`config.mk`:
```
export PLATFORM = sky130hd
export DESIGN_NAME = keypad_scanner
export DESIGN_NICKNAME = d
export VERILOG_FILES = /design/src/rtl/keypad_scanner.sv
export SDC_FILE = /design/constraint.sdc
export NUM_CORES = 1
export LEC_CHECK = 0
export BUFFER_PORTS_ARGS = -buffer_cell sky130_fd_sc_hd__buf_2
export CAP_MARGIN = 20
export CORE_MARGIN = 2
export CORE_UTILIZATION = 63
export CTS_CLUSTER_DIAMETER = 60
export DETAILED_ROUTE_END_ITERATION = 8
export GPL_ROUTABILITY_DRIVEN = 0
export PLACE_DENSITY = 0.81
export SETUP_SLACK_MARGIN = 0.5
export SLEW_MARGIN = 25
export SYNTH_ARGS = -nofsm -noshare
export SYNTH_HDL_FRONTEND = slang
export SYNTH_SLANG_ARGS = --single-unit
export TNS_END_PERCENT = 50
```
`constraint.sdc`:
```
create_clock -name clk -period 14.18 [get_ports clk]
set_clock_uncertainty 0.1 [all_clocks]
set_input_delay 1.418 -clock clk [delete_from_list [all_inputs] [get_ports clk]]
set_output_delay 1.418 -clock clk [all_outputs]
set_load 0.005 [all_outputs]
```
`src/rtl/keypad_scanner.sv`:
```
// rtl/keypad_scanner.sv - column-scanning matrix keypad with whole-scan debounce and press events.
// Optional KEYPAD_RELEASE_EN adds the key_rel release pulse output.
module keypad_scanner #(
    parameter int N_COL  = 4,
    parameter int N_ROW  = 4,
    parameter int L_BIT  = 4,
    parameter int SETTLE = 2,
    localparam int CODE_W = $clog2(N_ROW * N_COL)
) (
    input  logic              clk,
    input  logic              clr,
    input  logic              ce,
    input  logic [N_ROW-1:0]  row_n,
    output logic [N_COL-1:0]  col_n,
    output logic [CODE_W-1:0] key_code,
    output logic              key_valid,
    output logic              key_down
`ifdef KEYPAD_RELEASE_EN
    ,
    output logic              key_rel
`endif
);

    localparam int NK     = N_ROW * N_COL;
    localparam int CIDX_W = $clog2(N_COL);
    localparam int CNT_W  = $clog2(SETTLE + 1);
    localparam int RES_W  = CODE_W + 1;

    logic [N_ROW-1:0]       row_s1_q, row_s2_q;
    logic [CIDX_W-1:0]      col_q, col_d;
    logic [CNT_W-1:0]       cnt_q, cnt_d;
    logic [N_COL-1:0]       col_n_q, col_n_d;
    logic [NK-1:0]          snap_q, snap_d;
    logic [L_BIT*RES_W-1:0] hist_q, hist_d;
    logic [RES_W-1:0]       stable_q, stable_d;
    logic [CODE_W-1:0]      key_code_q, key_code_d;
    logic                   key_valid_q, key_valid_d;
    logic                   key_down_q, key_down_d;
    logic                   scan_done;
    logic                   all_same;
    int                     ones;
    logic [CODE_W-1:0]      res_code;
    logic [RES_W-1:0]       res;
`ifdef KEYPAD_RELEASE_EN
    logic                   key_rel_q, key_rel_d;
`endif

    always_comb begin
        cnt_d       = cnt_q;
        col_d       = col_q;
        col_n_d     = col_n_q;
        snap_d      = snap_q;
        hist_d      = hist_q;
        stable_d    = stable_q;
        key_code_d  = key_code_q;
        key_down_d  = key_down_q;
        key_valid_d = 1'b0;
        scan_done   = 1'b0;
        all_same    = 1'b1;
        ones        = 0;
        res_code    = '0;
        res         = '0;
`ifdef KEYPAD_RELEASE_EN
        key_rel_d   = 1'b0;
`endif
        if (ce) begin
            if (cnt_q != CNT_W'(SETTLE)) begin
                cnt_d = cnt_q + CNT_W'(1);
            end else begin
                cnt_d = '0;
                for (int r = 0; r < N_ROW; r++) begin
                    snap_d[r*N_COL + int'(col_q)] = ~row_s2_q[r];
                end
                if (col_q == CIDX_W'(N_COL - 1)) begin
                    col_d     = '0;
                    scan_done = 1'b1;
                end else begin
                    col_d = col_q + CIDX_W'(1);
                end
                col_n_d = ~(N_COL'(1) << col_d);
            end
        end

        // Scan result uses the snapshot including the column sampled this tick.
        for (int i = 0; i < NK; i++) begin
            if (snap_d[i]) begin
                ones     = ones + 1;
                res_code = CODE_W'(i);
            end
        end
        res = (ones == 1) ? {1'b1, res_code} : '0;

        if (scan_done) begin
            hist_d = {hist_q[(L_BIT-1)*RES_W-1:0], res};
            for (int i = 1; i < L_BIT; i++) begin
                if (hist_d[i*RES_W +: RES_W] != res) all_same = 1'b0;
            end
            if (all_same && (res != stable_q)) begin
                stable_d = res;
`ifdef KEYPAD_RELEASE_EN
                key_rel_d = stable_q[CODE_W];
`endif
                if (res[CODE_W]) begin
                    key_code_d  = res[CODE_W-1:0];
                    key_down_d  = 1'b1;
                    key_valid_d = 1'b1;
                end else begin
                    key_down_d  = 1'b0;
                end
            end
        end
    end

    always_ff @(posedge clk) begin
        if (clr) begin
            row_s1_q    <= '1;
            row_s2_q    <= '1;
            col_q       <= '0;
            cnt_q       <= '0;
            col_n_q     <= ~(N_COL'(1));
            snap_q      <= '0;
            hist_q      <= '0;
            stable_q    <= '0;
            key_code_q  <= '0;
            key_valid_q <= 1'b0;
            key_down_q  <= 1'b0;
`ifdef KEYPAD_RELEASE_EN
            key_rel_q   <= 1'b0;
`endif
        end else begin
            row_s1_q    <= row_n;
            row_s2_q    <= row_s1_q;
            col_q       <= col_d;
            cnt_q       <= cnt_d;
            col_n_q     <= col_n_d;
            snap_q      <= snap_d;
            hist_q      <= hist_d;
            stable_q    <= stable_d;
            key_code_q  <= key_code_d;
            key_valid_q <= key_valid_d;
            key_down_q  <= key_down_d;
`ifdef KEYPAD_RELEASE_EN
            key_rel_q   <= key_rel_d;
`endif
        end
    end

    assign col_n     = col_n_q;
    assign key_code  = key_code_q;
    assign key_valid = key_valid_q;
    assign key_down  = key_down_q;
`ifdef KEYPAD_RELEASE_EN
    assign key_rel   = key_rel_q;
`endif

endmodule

```
==> reports/qor.txt, run 1 <==
WS Path Type - input port to flop
Worst min-delay path class - flop to flop
Unrepaired setup endpoints after global routing - no
Sw Pwr - 0.07545 mW
Ant. Diodes - 0
Hold_sp - row_s1_q[2]
Crit path largest cell delay - 690 ps
Part of the cycle the worst path needs - 89.17%
Largest net degree at the start of global routing - 54
Register area share after synthesis - 25.10%
Hold Fails Final Rpt - 0
Slew Viols, Final - 0
Critical path startpoint - ce
Sink Count - 57
Peak VDD IR - 0.00007746 V
Buf/Inv on CP - 3
Die X - 88.96 um
YS warnings - 0
M1 wire length - 4878 um
Critical Path End Type - flop
Synth top cells by count - nand2_1 (98), dfxtp_1 (57), nor2_1 (50)
Core area - 6907 um2
DR vias/cell - 5.964
Count leader, synth - nand2_1
Crit-path slowest cell - or4_1
Crit path DAT - 12780 ps
Seq pwr share - 52.0%
I/O Buffers - 16
Routed length per placed instance - 14.93 um
Sequential cell area - 1141 um2
Die H - 88.96 um
Comb power frac - 4.7%
Area leader, netlist - dfxtp_1
# DRC - 0
Clk buf depth - 2
Total number of vias - 3996
Sw frac - 23.96%
R2R Path Start - col_q[0]
Status - finished, final reports clean
DRT iter0 DRCs - 268
Slew headroom - 35.31%
Pint - 0.2395 mW
Post-route setup TNS - 0 ps
Static Leakage - 1.992 nW
Main area contributors after synthesis - dfxtp_1 (25%), nand2_1 (8.1%), xnor2_1 (5.8%)
Met3 routed WL - 458 um
Net Count, Synth - 586
Final wirelength - 10010 um
Final instance area - 4852 um2
CP Max Fanout - 10
Total CTS buffers - 9
Critical Path Source Type - input port
Starting density of the core - 65.83%
CP delay by family, top - adder cells
Clock power frac - 43.3%
Max layer used - met4
Netlist cell types - 74
Cts repair resizes - 0
Reg clk slew, reported paths - 60 ps
Least-Margin Pin Slew - 943.4 ps
Highest clock rate - 79.09 MHz
Power per Cell Area - 64.90 nW/um2
Initial antenna violation count - 0
Area of the multi-input gates - 3247 um2
Cell area after synthesis - 4547 um2
Placed Instance Area - 4648 um2
Maxcap violations - 0
GRT Resource Usage Total - 26.98%
Clock Tree Root - clkbuf_8
Worst Path Required - 14310 ps
Filler cell count - 572
Post-synthesis instance total - 560
DP HPWL - 7377 um
Syn avg cell area - 8.119 um2
Rows - 30
Layout cells sized above 1 - 13.76%
WL met2 - 4521 um
Area Growth Syn to Fin - 6.714%
Vias in the first global route - 3700
Async SR Flop Fraction - 0%
Top-area cell type share of the netlist area - 25.10%
I/O Pins - 17
Final net count - 595
CP dominant cell by count - ha_1
Number of flops mapped to enable cells by yosys - 0
H-tree lvl count - 3
Drt first pass iters - 5
#FFs+latches synth - 57
Endpoints failing setup - 0
Main flop type after synthesis - dfxtp_1
Worst skew pair latency - 340 ps
Die area - 7913 um2
First-pass GRT wire length - 16970 um
CTS tree - yes
Post-route minimum period - 12640 ps
Gr ovfl total - 0
Post-route ant nets - 0
## sequential cells by signal, summed over array words and instances, names as in the netlist
name       flops
stable_q       5
cnt_q          2
col_q          2
key_code       4
row_s2_q       4
snap_q        16
row_s1_q       4
col_n          4
key_valid      1
hist_q        15
## worst paths after layout
path / endpoint / slack [ps] / cells past startpoint
max: key_code[2] / 1540 / 57
min: row_s2_q[2] / 310 / 1
max reg2reg: key_code[2] / 2190 / 59
min reg2reg: row_s2_q[2] / 310 / 1
## per-layer routing
layer  vias up  GRT usage (%)
li1       2005              -
met1      1859          37.28
met2       118          43.69
met3        14          3.509
met4         0          9.362
met5         -              0
## placed cells by master (no fill, tap or decap), drive strengths merged, types with 13 or more instances in the layout
| master | n |
|---|---|
| dfxtp | 57 |
| xnor2 | 36 |
| buf | 19 |
| o21ai | 19 |
| mux2i | 27 |
| nand3 | 13 |
| nor2 | 50 |
| nor3 | 14 |
| ha | 19 |
| inv | 16 |
| nand2 | 98 |
| a21oi | 39 |
## cells by family (layout without fill, tap and decap cells)
kind of cell / Yosys count / in the layout / synth area share [%]
compound gates: 114 / 114 / 16.26
xor+xnor: 52 / 52 / 13.73
fa+ha+maj: 20 / 20 / 5.449
buf+inv: 37 / 51 / 3.495
flops: 57 / 57 / 25.10
mux: 36 / 36 / 8.861
simple gates: 244 / 244 / 27.11
## power groups by stage
| stage | logic [mW] | clock network, mW | registers [mW] |
|---|---|---|---|
| CTS | 0.0145 | 0.139 | 0.164 |
| finish | 0.0147 | 0.136 | 0.164 |
| global placement | 0.0139 | 0 | 0.167 |
| floorplan | 0.0131 | 0 | 0.166 |
| global route | 0.0162 | 0.145 | 0.164 |
| detailed placement | 0.0144 | 0 | 0.167 |
## cell type report
cell class	count	area share, %
clock buffers	11	3.120
clock inverters	5	0.6189
repair buffers	19	2.114
inverters	16	1.238
multi-input cells	466	66.92
flip-flops and latches	57	23.52
well taps	96	2.476
## metrics by stage
step                      std cells  hold WS [ps]  utilization, %  worst slack (ps)  power, mW
final                           670         310.7           70.25              1536     0.3149
after global routing            670         323.3           70.25             629.6     0.3251
after CTS                       667         313.0           69.93              1184     0.3168
after detailed placement        651         297.3           67.30             916.0     0.1817
after global placement          651         293.7           67.30              1304     0.1811
after floorplan                 560         289.5               -              2491     0.1793
## repair_timing
action / in CTS / in global routing
endpoints found under the hold margin: 0 / 0
hold buffers: 0 / 0
setup buffers: 0 / 3
endpoints found under the setup margin: 0 / 10
Note: power is estimated with default switching activity, not from simulation.
==> run 2, diff against run 1 <==
REMOVE_ABC_BUFFERS = 1   (was default)
==> run 2 against run 1 <==
Effect of this change:
- clock-buffer cell count shrank 2
- register-to-register slack lost 20 ps
- setup slack lost 42 ps
- sequential power is essentially flat
- hold slack lost 1.6 ps
- global-route usage grew 0.32 points
- routed wire length grew 1.0%
- die area is the same
- critical path depth shrank 3
- combinational power is essentially flat
- clock power grew 9%
- critical path type unchanged
- critical endpoint is now stable_q[1]
==> reports/qor.txt, run 2 (same netlist as run 1, synthesis figures left out) <==
DR vias/cell - 5.913
Crit-path slowest cell - nor4_2
Largest net degree at the start of global routing - 54
Reg clk slew, reported paths - 70 ps
Post-route setup TNS - 0 ps
Most frequent cells in the layout - nand2_1 (98), dfxtp_1 (57), nor2_1 (50)
Core area - 6907 um2
Ant. Diodes - 0
Sequential cell area - 1141 um2
Post-route minimum period - 12690 ps
Part of the cycle the worst path needs - 89.47%
DP Cell Count - 652
Unrepaired setup endpoints after global routing - no
Total CTS buffers - 9
R2R Setup Slk - 2170 ps
Die H - 88.96 um
Biggest register - snap_q
Seq pwr share - 50.1%
Status - finished, final reports clean
Hold Fails Final Rpt - 0
Worst setup path endpoint - stable_q[1]
Layout cells sized above 1 - 13.79%
# DRC - 0
CTS Hold Buffers Added - 0
Hold_sp - row_s1_q[3]
Commonest non-fill, non-tap cell in the layout - nand2_1
R2R Path Start - cnt_q[1]
Critical Path Source Type - input port
Vias in the first global route - 3783
Maxcap violations - 0
Final wirelength - 10110 um
Reg2reg end - stable_q[1]
Final core utilization - 70.38%
CTS tree - yes
Post-route ant nets - 0
Die area - 7913 um2
Pint - 0.2485 mW
Clock power frac - 45.3%
Clock Tree Root - clkbuf_8
Worst reg-to-reg path cell count - 53
Critical Path End Type - flop
CP dominant cell by count - ha_1
Highest clock rate - 78.82 MHz
Routed length per placed instance - 15.11 um
Sw frac - 23.94%
Area Growth Syn to Fin - 6.907%
Comb power frac - 4.5%
Area of the multi-input gates - 3251 um2
Endpoints failing setup - 0
Rows - 30
Setup WS pre-CTS - 916.3 ps
I/O Pins - 17
Gr ovfl total - 0
Setup WS post-layout - 1494 ps
Least-Margin Pin Slew - 985.1 ps
Crit path DAT - 12770 ps
Initial antenna violation count - 0
Crit path largest cell delay - 780 ps
Clk buf depth - 2
DP HPWL - 7410 um
Max reg flops - 16
Finished Layout Cells - 669
Slew headroom - 32.45%
Final net count - 594
Die X - 88.96 um
Sw Pwr - 0.07818 mW
Peak VDD IR - 0.00006571 V
Filler cell count - 576
GRT Resource Usage Total - 27.30%
First-pass GRT wire length - 17220 um
Critical path startpoint - ce
Total number of vias - 3956
Sink Count - 57
CP Max Fanout - 9
WS Path Type - input port to flop
Worst min-delay path class - flop to flop
Starting density of the core - 65.83%
Power per Cell Area - 67.20 nW/um2
Drt first pass iters - 5
H-tree lvl count - 3
Worst skew pair latency - 340 ps
DRT iter0 DRCs - 192
Static Leakage - 1.998 nW
Biggest regs - snap_q (16), hist_q (15), stable_q (5)
Worst Path Required - 14260 ps
Slew Viols, Final - 0
I/O Buffers - 16
[run 2: layout make-up]
cell class,count,area share [%]
tap,96,2.471
clock inverter,7,1.441
timing repair buffer,18,1.956
clock buffer,9,2.548
sequential,57,23.47
multi-input combinational,466,66.87
inverter,16,1.236
[run 2: power groups by stage]
stage | sequential [mW] | combinational [mW] | clock [mW]
2_1_floorplan | 0.167 | 0.00926 | 0
5_1_grt | 0.164 | 0.0164 | 0.156
4_1_cts | 0.164 | 0.0146 | 0.150
3_5_place_dp | 0.167 | 0.0145 | 0
6_report | 0.164 | 0.0148 | 0.148
3_3_place_gp | 0.167 | 0.0140 | 0
[run 2: timing repair]
item	4_1_cts	5_1_grt
setup buffers	0	1
endpoints found under the setup margin	0	10
gates resized for setup	0	1
[run 2: critical path, delay by kind of cell]
family / cells / cell delay (ps)
fa+ha+maj: 14 / 4200
mux: 4 / 910
xor+xnor: 1 / 400
simple gates: 21 / 3140
buf+inv: 2 / 290
compound gates: 12 / 2400
[run 2: layer usage]
| metal | routed length [um] | vias up | share of wire (%) | track usage [%] |
|---|---|---|---|---|
| met5 | 0 | - | 0 | 0 |
| met2 | 4916 | 81 | 49 | 46.34 |
| met4 | 128 | 0 | 1.3 | 9.227 |
| li1 | - | 2005 | - | - |
| met1 | 4665 | 1858 | 46 | 35.91 |
| met3 | 395 | 12 | 3.9 | 3.786 |
[run 2: stage by stage]
| step | hold slack (ps) | cell area [um2] | total power, mW |
|---|---|---|---|
| 2_1_floorplan | 289.5 | 4448 | 0.1761 |
| 3_3_place_gp | 290.4 | 4656 | 0.1812 |
| 3_5_place_dp | 296.0 | 4656 | 0.1818 |
| 4_1_cts | 309.3 | 4850 | 0.3278 |
| 5_1_grt | 328.1 | 4861 | 0.3363 |
| 6_report | 309.1 | 4861 | 0.3266 |
[run 2: how the worst min path moves through the flow]
stage                              to  slack (ps)  cells after the start
final                     row_s2_q[3]         310                      1
after global placement    row_s2_q[2]         290                      1
after CTS                 row_s2_q[2]         310                      1
after floorplan           row_s2_q[0]         290                      1
after detailed placement  row_s2_q[3]         300                      1
after global routing      row_s2_q[0]         330                      1
==> run 3, diff against run 2 <==
--- a/config.mk
+++ b/config.mk
@@ -13,4 +13,5 @@
 export DETAILED_ROUTE_END_ITERATION = 8
 export GPL_ROUTABILITY_DRIVEN = 0
+export GPL_TIMING_DRIVEN = 0
 export PLACE_DENSITY = 0.81
 export REMOVE_ABC_BUFFERS = 1
==> constraint.sdc (replaced) <==
create_clock -name clk -period 14.18 [get_ports clk]
set_clock_uncertainty 0.1 [all_clocks]
set_input_delay 0 -clock clk [delete_from_list [all_inputs] [get_ports clk]]
set_output_delay 0 -clock clk [all_outputs]
set_load 0.005 [all_outputs]
==> run 3 against run 2 <==
Effect of this change:
- routed wire length down 0.74%
- sequential power about the same
- highest routed layer unchanged
- clock-buffer cell count up 1
- die area unchanged
- maximum frequency up 1.5%
- critical endpoint is now key_code[1]
- first-iteration DRC count up 62%
==> reports/qor.txt, run 3 (same netlist as run 1, synthesis figures left out) <==
Status - finished, final reports clean
Max reg flops - 16
Routed length per placed instance - 14.99 um
Clk buf depth - 2
Die H - 88.96 um
Total CTS buffers - 9
DR vias/cell - 5.975
Clock Tree Root - clkbuf_8
I/O Pins - 17
Worst reg-to-reg path cell count - 53
Met3 routed WL - 537 um
Largest net degree at the start of global routing - 54
CP delay by family, top - adder cells
Biggest register - snap_q
M1 wire length - 4487 um
H-tree lvl count - 3
Setup WS pre-CTS - 1802 ps
GRT Resource Usage Total - 26.83%
Critical Path Source Type - flop
Drt first pass iters - 5
Starting density of the core - 65.83%
First-pass GRT wire length - 16760 um
Peak VDD IR - 0.0001118 V
WL met2 - 4812 um
Postcts setup bufs - 0
Hold depth - 4
Final net count - 596
Vias in the first global route - 3705
Post-route ant nets - 0
CTS tree - yes
DP HPWL - 7238 um
Die X - 88.96 um
Post-route minimum period - 12500 ps
WS Path Type - flop to flop
Final wirelength - 10030 um
Crit path largest cell delay - 770 ps
Part of the cycle the worst path needs - 88.12%
Rows - 30
Worst Path Required - 14300 ps
Die area - 7913 um2
DRT iter0 DRCs - 311
Static Leakage - 2.003 nW
Max layer used - met4
Highest clock rate - 80.03 MHz
Power per Cell Area - 66.26 nW/um2
CTS Hold Buffers Added - 4
Sink Count - 57
Crit-path slowest cell - or4_1
CP dominant cell by count - ha_1
Setup WS post-layout - 1685 ps
Least-Margin Pin Slew - 908.5 ps
Core area - 6907 um2
Commonest non-fill, non-tap cell in the layout - nand2_1
Maxcap violations - 0
Critical path depth in cells - 53
I/O Buffers - 16
Slew headroom - 37.70%
Most frequent cells in the layout - nand2_1 (98), dfxtp_1 (57), nor2_1 (50)
Area Growth Syn to Fin - 7.127%
Post-route setup TNS - 0 ps
Gr ovfl total - 0
Biggest regs - snap_q (16), hist_q (15), stable_q (5)
Critical Path End Type - flop
Reg clk slew, reported paths - 60 ps
# DRC - 0
Ant. Diodes - 0
Total number of vias - 3997
Layout cells sized above 1 - 12.91%
Endpoints failing setup - 0
Crit path DAT - 12620 ps
Hold Fails Final Rpt - 0
Slew Viols, Final - 0
Final hold slack - 26.46 ps
CP Max Fanout - 11
Initial antenna violation count - 0
Unrepaired setup endpoints after global routing - no
Worst min-delay path class - input port to flop
Worst skew pair latency - 330 ps
Buf/Inv on CP - 1
Cts repair resizes - 0
## run 3: changes by cell type in the layout (fill, tap and decap cells not counted), sizes merged
cell / before / now
inv: 17 / 16
clkinvlp: 1 / 0
clkinv: 4 / 3
buf: 18 / 16
dlygate4sd3: 0 / 4
clkbuf: 9 / 10
## run 3: layout make-up
class | count | area [um2]
flip-flops and latches | 57 | 1141
inverters | 16 | 60.06
repair buffers | 20 | 120.1
multi-input cells | 466 | 3247
clock inverters | 4 | 45.04
clock buffers | 10 | 137.6
fillers | 566 | 2036
well taps | 96 | 120.1
## run 3: per-stage QoR
stage / area, um2 / std cells / total power, mW / utilization (%)
floorplan: 4448 / 539 / 0.1761 / -
global placement: 4648 / 651 / 0.1812 / 67.30
detailed placement: 4648 / 651 / 0.1819 / 67.30
CTS: 4871 / 669 / 0.3248 / 70.53
global route: 4871 / 669 / 0.3332 / 70.53
finish: 4871 / 669 / 0.3228 / 70.53
## run 3: power by group
part	leakage, nW	switching, mW	internal, mW
Sequential	0.461	0.00203	0.162
Combinational	1.44	0.00919	0.00644
Clock	0.0978	0.0603	0.0829
Total	2.00	0.0716	0.251
## run 3: final timing paths
path	end	start	slack, ps
worst min register to register	row_s2_q[1]	row_s1_q[1]	310
worst max register to register	key_code[1]	cnt_q[1]	1680
worst max-delay path	key_code[1]	cnt_q[1]	1680
worst min-delay path	cnt_q[0]	ce	30
## run 3: layer usage
metal  vias up  GRT usage, %
met5         -             0
met4         0         8.548
li1       2013             -
met3        21         4.340
met1      1854         34.85
met2       109         45.86
## run 3: worst min-delay path: stages
cell and delay (ps):
buf_2 170, inv_1 110, a21oi_1 70, nor2_1 70
